[src/rtl/sr_latch_bank_ctrl.sv]
// Round-robin sequencer for a shared bank of gated SR latches: setup -> enable pulse -> hold.
// Optional readback check of lat_q during HOLD is enabled by defining SR_CTRL_VERIFY_EN.
module sr_latch_bank_ctrl #(
    parameter int N_REQ     = 4,
    parameter int W         = 8,
    parameter int PULSE_LEN = 2
) (
    input  logic               clk,
    input  logic               rst,
    input  logic [N_REQ-1:0]   req,
    input  logic [N_REQ-1:0]   op_set,
    input  logic [N_REQ*W-1:0] mask,
    output logic [N_REQ-1:0]   ack,
    output logic               busy,
    output logic               lat_en,
    output logic [W-1:0]       lat_s,
    output logic [W-1:0]       lat_r,
    input  logic [W-1:0]       lat_q,
    output logic               err
);

    localparam int IW = $clog2(N_REQ);

    typedef enum logic [1:0] {IDLE, SETUP, PULSE, HOLD} state_t;

    state_t        state_reg, state_next;
    logic [IW-1:0] rr_ptr_reg, rr_ptr_next;
    logic [IW-1:0] gnt_reg, gnt_next;
    logic          op_reg, op_next;
    logic [W-1:0]  msk_reg, msk_next;
    logic [3:0]    cnt_reg, cnt_next;

    logic          sel_found;
    logic [IW-1:0] sel_idx;
    logic [W-1:0]  sel_mask;

    function automatic logic [IW-1:0] wrap_add(input logic [IW-1:0] base, input int k);
        int s;
        s = (int'(base) + k) % N_REQ;
        return IW'(s);
    endfunction

    // First requester at or after rr_ptr, wrapping around the requester list.
    always_comb begin
        sel_found = 1'b0;
        sel_idx   = rr_ptr_reg;
        for (int k = 0; k < N_REQ; k++) begin
            if (!sel_found && req[wrap_add(rr_ptr_reg, k)]) begin
                sel_found = 1'b1;
                sel_idx   = wrap_add(rr_ptr_reg, k);
            end
        end
    end

    assign sel_mask = mask[sel_idx*W +: W];

    always_ff @(posedge clk) begin
        if (!rst) begin
            state_reg  <= IDLE;
            rr_ptr_reg <= '0;
            gnt_reg    <= '0;
            op_reg     <= 1'b0;
            msk_reg    <= '0;
            cnt_reg    <= '0;
        end else begin
            state_reg  <= state_next;
            rr_ptr_reg <= rr_ptr_next;
            gnt_reg    <= gnt_next;
            op_reg     <= op_next;
            msk_reg    <= msk_next;
            cnt_reg    <= cnt_next;
        end
    end

    always_comb begin
        state_next  = state_reg;
        rr_ptr_next = rr_ptr_reg;
        gnt_next    = gnt_reg;
        op_next     = op_reg;
        msk_next    = msk_reg;
        cnt_next    = cnt_reg;
        case (state_reg)
            IDLE: begin
                if (sel_found) begin
                    gnt_next    = sel_idx;
                    op_next     = op_set[sel_idx];
                    msk_next    = sel_mask;
                    rr_ptr_next = wrap_add(sel_idx, 1);
                    // An empty mask has nothing to drive, so skip straight to the ack.
                    state_next  = (sel_mask == '0) ? HOLD : SETUP;
                end
            end
            SETUP: begin
                cnt_next   = '0;
                state_next = PULSE;
            end
            PULSE: begin
                if (cnt_reg == 4'(PULSE_LEN - 1)) begin
                    cnt_next   = '0;
                    state_next = HOLD;
                end else begin
                    cnt_next = cnt_reg + 4'd1;
                end
            end
            HOLD:    state_next = IDLE;
            default: state_next = IDLE;
        endcase
    end

    // s and r are derived from a single op bit, so they can never overlap.
    always_comb begin
        busy   = (state_reg != IDLE);
        lat_en = (state_reg == PULSE);
        lat_s  = (busy && op_reg)  ? msk_reg : '0;
        lat_r  = (busy && !op_reg) ? msk_reg : '0;
    end

    generate
        for (genvar gi = 0; gi < N_REQ; gi++) begin : g_ack
            assign ack[gi] = (state_reg == HOLD) && (gnt_reg == IW'(gi));
        end
    endgenerate

`ifdef SR_CTRL_VERIFY_EN
    logic err_reg;

    always_ff @(posedge clk) begin
        if (!rst) begin
            err_reg <= 1'b0;
        end else if (state_reg == HOLD &&
                     ((lat_q & msk_reg) != (op_reg ? msk_reg : '0))) begin
            err_reg <= 1'b1;
        end
    end

    assign err = err_reg;
`else
    logic unused_lat_q;
    assign unused_lat_q = ^lat_q;
    assign err          = 1'b0;
`endif

endmodule
[config.mk]
export PLATFORM = sky130hd
export DESIGN_NAME = sr_latch_bank_ctrl
export DESIGN_NICKNAME = d
export VERILOG_FILES = /design/src/rtl/sr_latch_bank_ctrl.sv
export SDC_FILE = /design/constraint.sdc
export NUM_CORES = 1
export LEC_CHECK = 0
export ABC_AREA = 1
export BUFFER_PORTS_ARGS = -buffer_cell sky130_fd_sc_hd__buf_2
export CAP_MARGIN = 20
export CELL_PAD_IN_SITES_DETAIL_PLACEMENT = 0
export CELL_PAD_IN_SITES_GLOBAL_PLACEMENT = 1
export CORE_UTILIZATION = 33
export DETAILED_ROUTE_END_ITERATION = 12
export GPL_TIMING_DRIVEN = 0
export PLACE_DENSITY_LB_ADDON = 0.05
export SLEW_MARGIN = 40
export SYNTH_ARGS = -nofsm -noshare
export SYNTH_HDL_FRONTEND = slang
export SYNTH_SLANG_ARGS = --single-unit
[constraint.sdc]
create_clock -name clk -period 4.1 [get_ports clk]
set_clock_uncertainty 0.05 [all_clocks]
set_input_delay 0 -clock clk [delete_from_list [all_inputs] [get_ports clk]]
set_output_delay 0 -clock clk [all_outputs]
set_load 0.005 [all_outputs]
Yosys cells after proc, flatten, opt, wreduce, memory -nomap -nowiden
Index checks and enable logic that the tools add are counted.
{"block": "word_totals", "reg_bits": 19, "in_bits": 50, "out_inout_bits": 23, "elab_cells": 71}
{"block": "op_classes", "add_sub_neg": 5, "n_lt_le_gt_ge": 5, "n_eq_ne": 9, "n_shift": 1, "muxes": 25, "reduce_logical": 20}
{"cell": "indexed part select 32 x 6 -> 8 bit", "count": 1}
{"cell": "2-to-1 mux 8 bit", "count": 2}
{"cell": "less-than comparator 2 x 3 -> 1 bit (second input constant)", "count": 5}
{"cell": "2-to-1 mux 2 bit", "count": 6}
{"cell": "binary-select mux 1 bit (select 2 bit)", "count": 5}
{"cell": "logical AND 1 bit", "count": 9}
{"cell": "2-to-1 mux 1 bit", "count": 9}
{"cell": "== test 2 bit (second input constant)", "count": 4}
{"cell": "logical NOT 8 bit", "count": 1}
{"cell": "one-hot mux 2 bit (4 select lines)", "count": 1}
{"cell": "one-hot mux 4 bit (2 select lines)", "count": 1}
{"cell": "adder 2 x 1 -> 2 bit (second input constant)", "count": 2}
{"cell": "adder 2 bit (second input constant)", "count": 2}
{"cell": "adder 4 x 1 -> 4 bit (second input constant)", "count": 1}
{"cell": "== test 2 x 1 -> 1 bit (second input constant)", "count": 2}
{"cell": "== test 4 x 1 -> 1 bit (second input constant)", "count": 1}
{"cell": "logical NOT 1 bit", "count": 4}
{"cell": "logical NOT 2 bit", "count": 2}
{"cell": "2-to-1 mux 4 bit", "count": 1}
{"cell": "AND reduction 2 bit", "count": 2}
{"cell": "nonzero test 2 bit", "count": 2}
{"cell": "!= test 2 x 1 -> 1 bit (second input constant)", "count": 1}
{"cell": "!= test 2 bit (second input constant)", "count": 1}

Logic depth before layout (Yosys ltp)
Gate-level depths: netlist (run 1).
{"block": "depth", "ltp_word": 17, "mapped_depth": 20, "ltp_nobuf": 18}

Worst setup path after synthesis (run 1)
Ideal clock, no wire load.
{"block": "synth_path", "path_kind": "flip-flop to flip-flop", "from": "reg rr_ptr_reg[1]", "to": "reg state_reg[1]", "setup_ns": 0.070, "t_arrival_ns": 1.771, "t_required_ns": 3.980, "slack_ns": 2.209, "path_stages_with_launch": 20, "path_buffers": 2, "synth_period_minus_slack_ns": 1.891, "cell_sequence": "dfxtp_1 > buf_4 > inv_4 > nand2_1 > nand2_2 > nand2_2 > nand2_4 > nand2_1 > nand2_1 > nand2_1 > nand2_1 > nand3_1 > nand2_1 > buf_2 > nand3_1 > nand2_1 > nand2_1 > nor2_1 > nand3_1 > a21oi_1"}
{"block": "synth_between", "elab_chain_cells": 17, "word_cells_on_any_way": 31, "cone_classes": "add/sub: 3; eq/ne: 1; shift: 1; mux: 18; reduce/logical: 8"}
{"item": "start: declaration", "line_no": "27", "source": "logic [IW-1:0] rr_ptr_reg, rr_ptr_next;"}
{"item": "start signal: assignment", "line_no": "67", "source": "rr_ptr_reg <= rr_ptr_next;"}
{"item": "branches (longest 17 deep; another with adder 2 x 1 -> 2 bit)"}
{"item": "end signal: assignment", "line_no": "66", "source": "state_reg <= state_next;"}
{"item": "end: declaration", "line_no": "26", "source": "state_t state_reg, state_next;"}
Parallel ways; which one is timed is not known. The select of a mux whose other input is x is not followed.
A chain may end at the register's enable or synchronous reset.

Worst setup path in the final report (run 1)
Same ends and word-level chain as after synthesis.

==> flow_metrics.env, run 1 <==
export IMPL_cts_tree="built"
export IMPL_first_pass_iters=4
export IMPL_routed_wl_um=4400
export IMPL_port_buffers=63
export IMPL_dp_cells=422
export IMPL_p_total_mw=1.73
export IMPL_antenna_found_initial=0
export IMPL_grt_max_degree=12
export IMPL_via_per_inst=4.53
export IMPL_area_growth_pct=26.5
export IMPL_synth_adder_area_share_pct=3.73
export IMPL_crit_arrival_ps=2460
export IMPL_drtIter0Drc=45
export IMPL_synth_top_family_by_area="simple AND/OR/NAND/NOR gates"
export IMPL_postRouteAntennaNets=0
export IMPL_start_util_pct=34.8
export IMPL_hold_viol=0
export IMPL_drive_gt1_share_pct=26.2
export IMPL_fin_nets=415
export IMPL_hold_buffers=0
export IMPL_fp_dieW_um=73.3
export IMPL_synth_compound_area_share_pct=9.69
export IMPL_tns_ps=0
export IMPL_ir_worst_vdd_mv=0.290
export IMPL_grt_pass1_wl_um=7110
export IMPL_reg2reg_slack_ps=1790
export IMPL_design_die_area_um2=5370
export IMPL_ys_ff_latch=19
export IMPL_rr_endpoint="state_reg[1]"
export IMPL_cp_max_fo=10
export IMPL_root_buffer="clkbuf_8"
export IMPL_fp_row_count=25
export IMPL_p_leak_nw=1.20
export IMPL_crit_type="reg2reg"
export IMPL_cts_clk_slew_worst_paths_ps=80
export IMPL_netlist_area_um2=1680
export IMPL_clock_sinks=19
export IMPL_grt_util_all_layers_pct=16.8
export IMPL_startpoint_type="flop"
export IMPL_swShare_pct=55.5
export IMPL_cts_buffer_depth=2
export IMPL_yosys_area_share_simple_pct=48.6
export IMPL_dp_worst_setup_slack_ps=1830
export IMPL_fin_cells=426
export IMPL_ctsResizeCount=0
export IMPL_slew_viol_final=0
export IMPL_whs_ps=44.5
export IMPL_synth_area_leaders="nand2_1 (23%), dfxtp_1 (23%), nand3_1 (11%)"
export IMPL_status="finished clean"
export IMPL_postSynthAreaPerCell_um2=5.75
export IMPL_r2r_cells=19
export IMPL_finalSetupViolations=0
export IMPL_synthMuxAreaShare_pct=0
export IMPL_endpoint="state_reg[1]"
export IMPL_register_area_um2=380
export IMPL_pwr_share_seq_pct=16.3
export IMPL_postLayoutCellArea_um2=2120
export IMPL_dpl_hpwl_um=3510
export IMPL_post_dp_cell_area_um2=2080
export IMPL_utilization_pct=44.1
export IMPL_numCtsBuffers=3
export IMPL_fin_crit_sh_pct=56.3
export IMPL_wire_per_inst_um=10.3
export IMPL_required_ps=4250
export IMPL_drc=0
export IMPL_finalWorstSetupSlack_ps=1790
export IMPL_p_per_area_nw_per_um2=816
export IMPL_die_h_um=73.3
export IMPL_cap_violations=0
export IMPL_cts_setup_buffers=0
export IMPL_synth_top_area_share_pct=23.3
export IMPL_gp_congestion=0.761
export IMPL_n_fill_cell=577
export IMPL_p_switching_uw=962
export IMPL_globalRouteOverflowTotal=0
export IMPL_comb_power_share_pct=76.0
export IMPL_min_delay_path_depth=3
export IMPL_syn_inst=292
export IMPL_synth_xor_area_share_pct=1.04
export IMPL_synth_top_area_cell="nand2_1"
export IMPL_fmax_ghz=0.433
export IMPL_rsz0062_at_grt="false"
export IMPL_synth_seq_area_share_pct=22.7
export IMPL_crit_path_start="rr_ptr_reg[1]"
export IMPL_clockPowerShare_pct=7.7
export IMPL_ctsHtreeMaxLevel=1
export IMPL_hold_path_startpoint="rst"
export IMPL_insertion_delay_ps=260
export IMPL_min_period_ps=2310
export IMPL_r2r_start="rr_ptr_reg[1]"
export IMPL_core_um2=4820
export IMPL_n_antenna_cell=0
export IMPL_syn_num_nets=347
export IMPL_holdCritPathClass="in2reg"
export IMPL_largest_reg_flops=8
export IMPL_grt_pass1_vias=1643
export IMPL_crit_path_end_kind="flop"
export IMPL_p_int_uw=771
export IMPL_multi_input_area_um2=1060
export IMPL_ios=73
export IMPL_ys_types=30
export IMPL_vias=1930
export IMPL_yosysWarningCount=0
## power groups by stage
stage / Clock (mW) / Sequential [mW] / Combinational [mW]
6_report: 0.133 / 0.283 / 1.32
3_3_place_gp: 0 / 0.287 / 1.32
5_1_grt: 0.146 / 0.291 / 1.49
3_5_place_dp: 0 / 0.288 / 1.33
4_1_cts: 0.138 / 0.284 / 1.33
2_1_floorplan: 0 / 0.280 / 1.02
## Yosys cell counts
cell type / count
a211oi_1: 1
a21oi_1: 10
a221oi_1: 1
buf_2: 4
buf_4: 4
buf_6: 2
clkbuf_1: 2
clkinv_1: 1
conb_1: 1
dfxtp_1: 19
ha_1: 5
inv_1: 34
inv_2: 3
inv_4: 2
nand2_1: 104
nand2_2: 6
nand2_4: 1
nand3_1: 38
nand3_2: 1
nand3_4: 1
nand4_1: 1
nor2_1: 27
nor2_2: 1
nor2_8: 1
nor3_1: 5
o211ai_1: 6
o21ai_0: 6
o21ai_2: 1
o22ai_1: 2
xor2_1: 2
## logic make-up (layout without fill, tap and decap cells)
group,Yosys count,after routing
xor gates and xnor gates,2,2
AOI/OAI and AO/OA,27,27
and+or+nand+nor,186,186
adders and majority gates,5,5
buffers and inverters,52,119
DFF,19,19
other,1,1
## layout make-up
class,count,area share (%)
multi-input combinational,221,50.0
sequential,19,17.9
timing repair buffer,63,14.8
clock buffer,3,1.94
buffer,12,3.77
clock inverter,1,0.236
inverter,40,7.31
tap,67,3.95
## routing by layer
layer	part of all wire, %	global-route usage, %	up-vias
li1	-	-	1048
met1	51	23.1	828
met2	45	27.4	50
met3	4.0	3.29	4
met4	0.80	3.21	0
met5	0	0	-
## worst max-delay path: stages, from the launching register on
cell     delay, ps
dfxtp_1        300
buf_4          160
inv_4           90
nand2_1         60
nand2_2        130
nand2_2         80
nand2_4        120
nand2_1         80
nand2_1         70
nand2_1         50
nand2_1         50
nand3_1         60
nand2_1         70
buf_2          220
nand3_1        100
nand2_1        130
nand2_1         60
nor2_1         130
nand3_1        100
a21oi_1        120
## how the worst min path moves through the flow
stage,slack (ps),end
6_report,40,cnt_reg[1]
5_1_grt,80,cnt_reg[1]
4_1_cts,50,cnt_reg[1]
3_5_place_dp,330,gnt_reg[0]
3_3_place_gp,310,cnt_reg[1]
2_1_floorplan,160,gnt_reg[0]
## placed cells by master, fill, tap and decap left out, drive strengths merged
cell	count
clkinv	2
a21oi	10
xor2	2
nor2	29
conb	1
a211oi	1
nor3	5
o22ai	2
nand2	111
dfxtp	19
nand3	40
o21ai	7
clkbuf	5
o211ai	6
inv	39
ha	5
a221oi	1
buf	73
nand4	1
Note: power is estimated with default switching activity, not from simulation.
==> run 2: changes to the inputs <==
--- a/config.mk
+++ b/config.mk
@@ -10,7 +10,7 @@
 export CAP_MARGIN = 20
 export CELL_PAD_IN_SITES_DETAIL_PLACEMENT = 0
 export CELL_PAD_IN_SITES_GLOBAL_PLACEMENT = 1
-export CORE_UTILIZATION = 33
+export CORE_UTILIZATION = 28
 export DETAILED_ROUTE_END_ITERATION = 12
 export GPL_TIMING_DRIVEN = 0
 export PLACE_DENSITY_LB_ADDON = 0.05
==> constraint.sdc (replaced) <==
create_clock -name clk -period 1.98 [get_ports clk]
set_clock_uncertainty 0.05 [all_clocks]
set_input_delay 0 -clock clk [delete_from_list [all_inputs] [get_ports clk]]
set_output_delay 0 -clock clk [all_outputs]
set_load 0.005 [all_outputs]
==> flow_metrics.env, run 2 (same netlist as run 1, synthesis figures left out) <==
export IMPL_status="finished with violations"
export IMPL_violations="negative setup slack"
export IMPL_postRouteAntennaNets=0
export IMPL_p_leak_nw=1.32
export IMPL_whs_endpoint="gnt_reg[0]"
export IMPL_hold_buffers=0
export IMPL_worstPathCellList="inv_2, buf_6, nand2_2, nand2_2, nand2_2, nand2_4, nor2_8, nand4_1, buf_6, nand2_4, buf_6, inv_6, nand2_1, nand3_1, nand2_1, nand2_1, nor2_1, nand3_1, a21oi_1"
export IMPL_met2_length_um=2430
export IMPL_gp_congestion=0.750
export IMPL_slowest_delay_ps=360
export IMPL_port_buffers=63
export IMPL_rsz0062_at_grt="true"
export IMPL_insertion_delay_ps=250
export IMPL_fp_dieW_um=79.4
export IMPL_numCtsBuffers=3
export IMPL_core_um2=5640
export IMPL_ios=73
export IMPL_met1_length_um=2430
export IMPL_routed_wl_um=5050
export IMPL_cp_slowest_cell="dfxtp_2"
export IMPL_wire_per_inst_um=11.2
export IMPL_clock_sinks=19
export IMPL_start_util_pct=29.7
export IMPL_final_cell_mix="nand2_1 (85), buf_2 (65), inv_1 (34), nand3_1 (34), nor2_1 (26)"
export IMPL_antenna_found_initial=0
export IMPL_drive_gt1_share_pct=37.8
export IMPL_utilization_pct=43.1
export IMPL_cts_tree="built"
export IMPL_first_pass_iters=4
export IMPL_finalWorstSetupSlack_ps=-136
export IMPL_fin_crit_sh_pct=107
export IMPL_drc=0
export IMPL_p_per_area_nw_per_um2=1860
export IMPL_min_delay_path_depth=3
export IMPL_drtIter0Drc=75
export IMPL_grt_util_all_layers_pct=16.1
export IMPL_crit_arrival_ps=2260
export IMPL_r2r_start="rr_ptr_reg[0]"
export IMPL_grt_pass1_wl_um=8020
export IMPL_ir_worst_vdd_mv=0.709
export IMPL_r2r_cells=19
export IMPL_dp_worst_setup_slack_ps=-334
export IMPL_finalSetupViolations=5
export IMPL_hold_viol=0
export IMPL_reg2reg_slack_ps=-140
export IMPL_ctsHtreeMaxLevel=1
export IMPL_grt_max_degree=11
export IMPL_cts_buffer_depth=2
export IMPL_design_die_area_um2=6310
export IMPL_highest_layer="met3"
export IMPL_fp_row_count=27
export IMPL_crit_path_end_kind="flop"
export IMPL_fin_nets=434
export IMPL_met3_length_um=186
export IMPL_fmax_ghz=0.473
export IMPL_cp_max_fo=7
export IMPL_vias=2011
export IMPL_slew_viol_final=0
export IMPL_area_growth_pct=45.0
export IMPL_required_ps=2120
export IMPL_crit_type="reg2reg"
export IMPL_rr_endpoint="state_reg[1]"
export IMPL_holdCritPathClass="in2reg"
export IMPL_layout_commonest_cell="nand2_1"
export IMPL_n_antenna_cell=0
export IMPL_hold_path_startpoint="rst"
export IMPL_die_h_um=79.4
export IMPL_via_per_inst=4.47
export IMPL_largest_reg_flops=8
export IMPL_min_period_ps=2120
export IMPL_cts_clk_slew_worst_paths_ps=70
export IMPL_grt_pass1_vias=1816
export IMPL_root_buffer="clkbuf_8"
export IMPL_cap_violations=0
export IMPL_dpl_hpwl_um=3710
export IMPL_startpoint_type="flop"
export IMPL_globalRouteOverflowTotal=0
==> run 2: cell types whose count changed in the layout (fill, tap and decap cells not counted), moves of 4 or more <==
cell | previous run | this run
nand2_1 | 104 | 85
buf_4 | 4 | 19
nand2_2 | 6 | 21
buf_6 | 2 | 8
o21ai_0 | 6 | 1
nand2_4 | 1 | 5
nand3_1 | 38 | 34
nand3_2 | 1 | 5
==> run 2: timing repair <==
item	in CTS	in global routing
resized for setup	31	27
endpoints found under the setup margin	14	14
gates cloned	1	3
pin swaps	9	7
setup buffers	8	7
==> run 2: power by group <==
group	internal, mW	switching, mW	total [mW]
Combinational	1.50	2.16	3.66
Sequential	0.520	0.0732	0.593
Clock	0.143	0.128	0.272
Total	2.16	2.37	4.52
==> run 2: metrics by stage <==
step	hold slack (ps)	setup TNS, ps	total power [mW]	instances	cell area, um2
global placement	317	-2210	3.39	427	2080
floorplan	155	0	2.69	292	1680
detailed placement	321	-2290	3.40	427	2080
CTS	53.0	-654	4.09	440	2270
finish	55.5	-375	4.52	450	2430
global route	114	-2080	4.99	450	2430
==> run 2: cell type report <==
class	count	area (um2)
sequential	19	383
clock buffer	4	45.0
buffer	12	106
multi-input combinational	221	1180
fill	619	3210
inverter	40	163
tap	72	90.1
timing repair buffer	82	460
==> run 2: worst max-delay path by stage <==
stage,start,to,slack [ps]
after floorplan,rr_ptr_reg[1],state_reg[1],90
after global placement,rr_ptr_reg[1],state_reg[1],-320
after detailed placement,rr_ptr_reg[1],state_reg[1],-330
after CTS,rr_ptr_reg[1],state_reg[1],-180
after global routing,rr_ptr_reg[0],state_reg[1],-300
final,rr_ptr_reg[0],state_reg[1],-140
==> run 2: per-layer routing <==
layer	vias to the layer above	track usage, %
met1	883	21.2
met2	42	28.2
met4	0	1.09
li1	1086	-
met5	-	0
met3	0	3.20
==> run 2: critical path, delay by kind of cell, from the launching register on <==
family	cells	cell delay [ps]
buf+inv	5	520
flops	1	360
compound gates	1	120
simple gates	13	1010
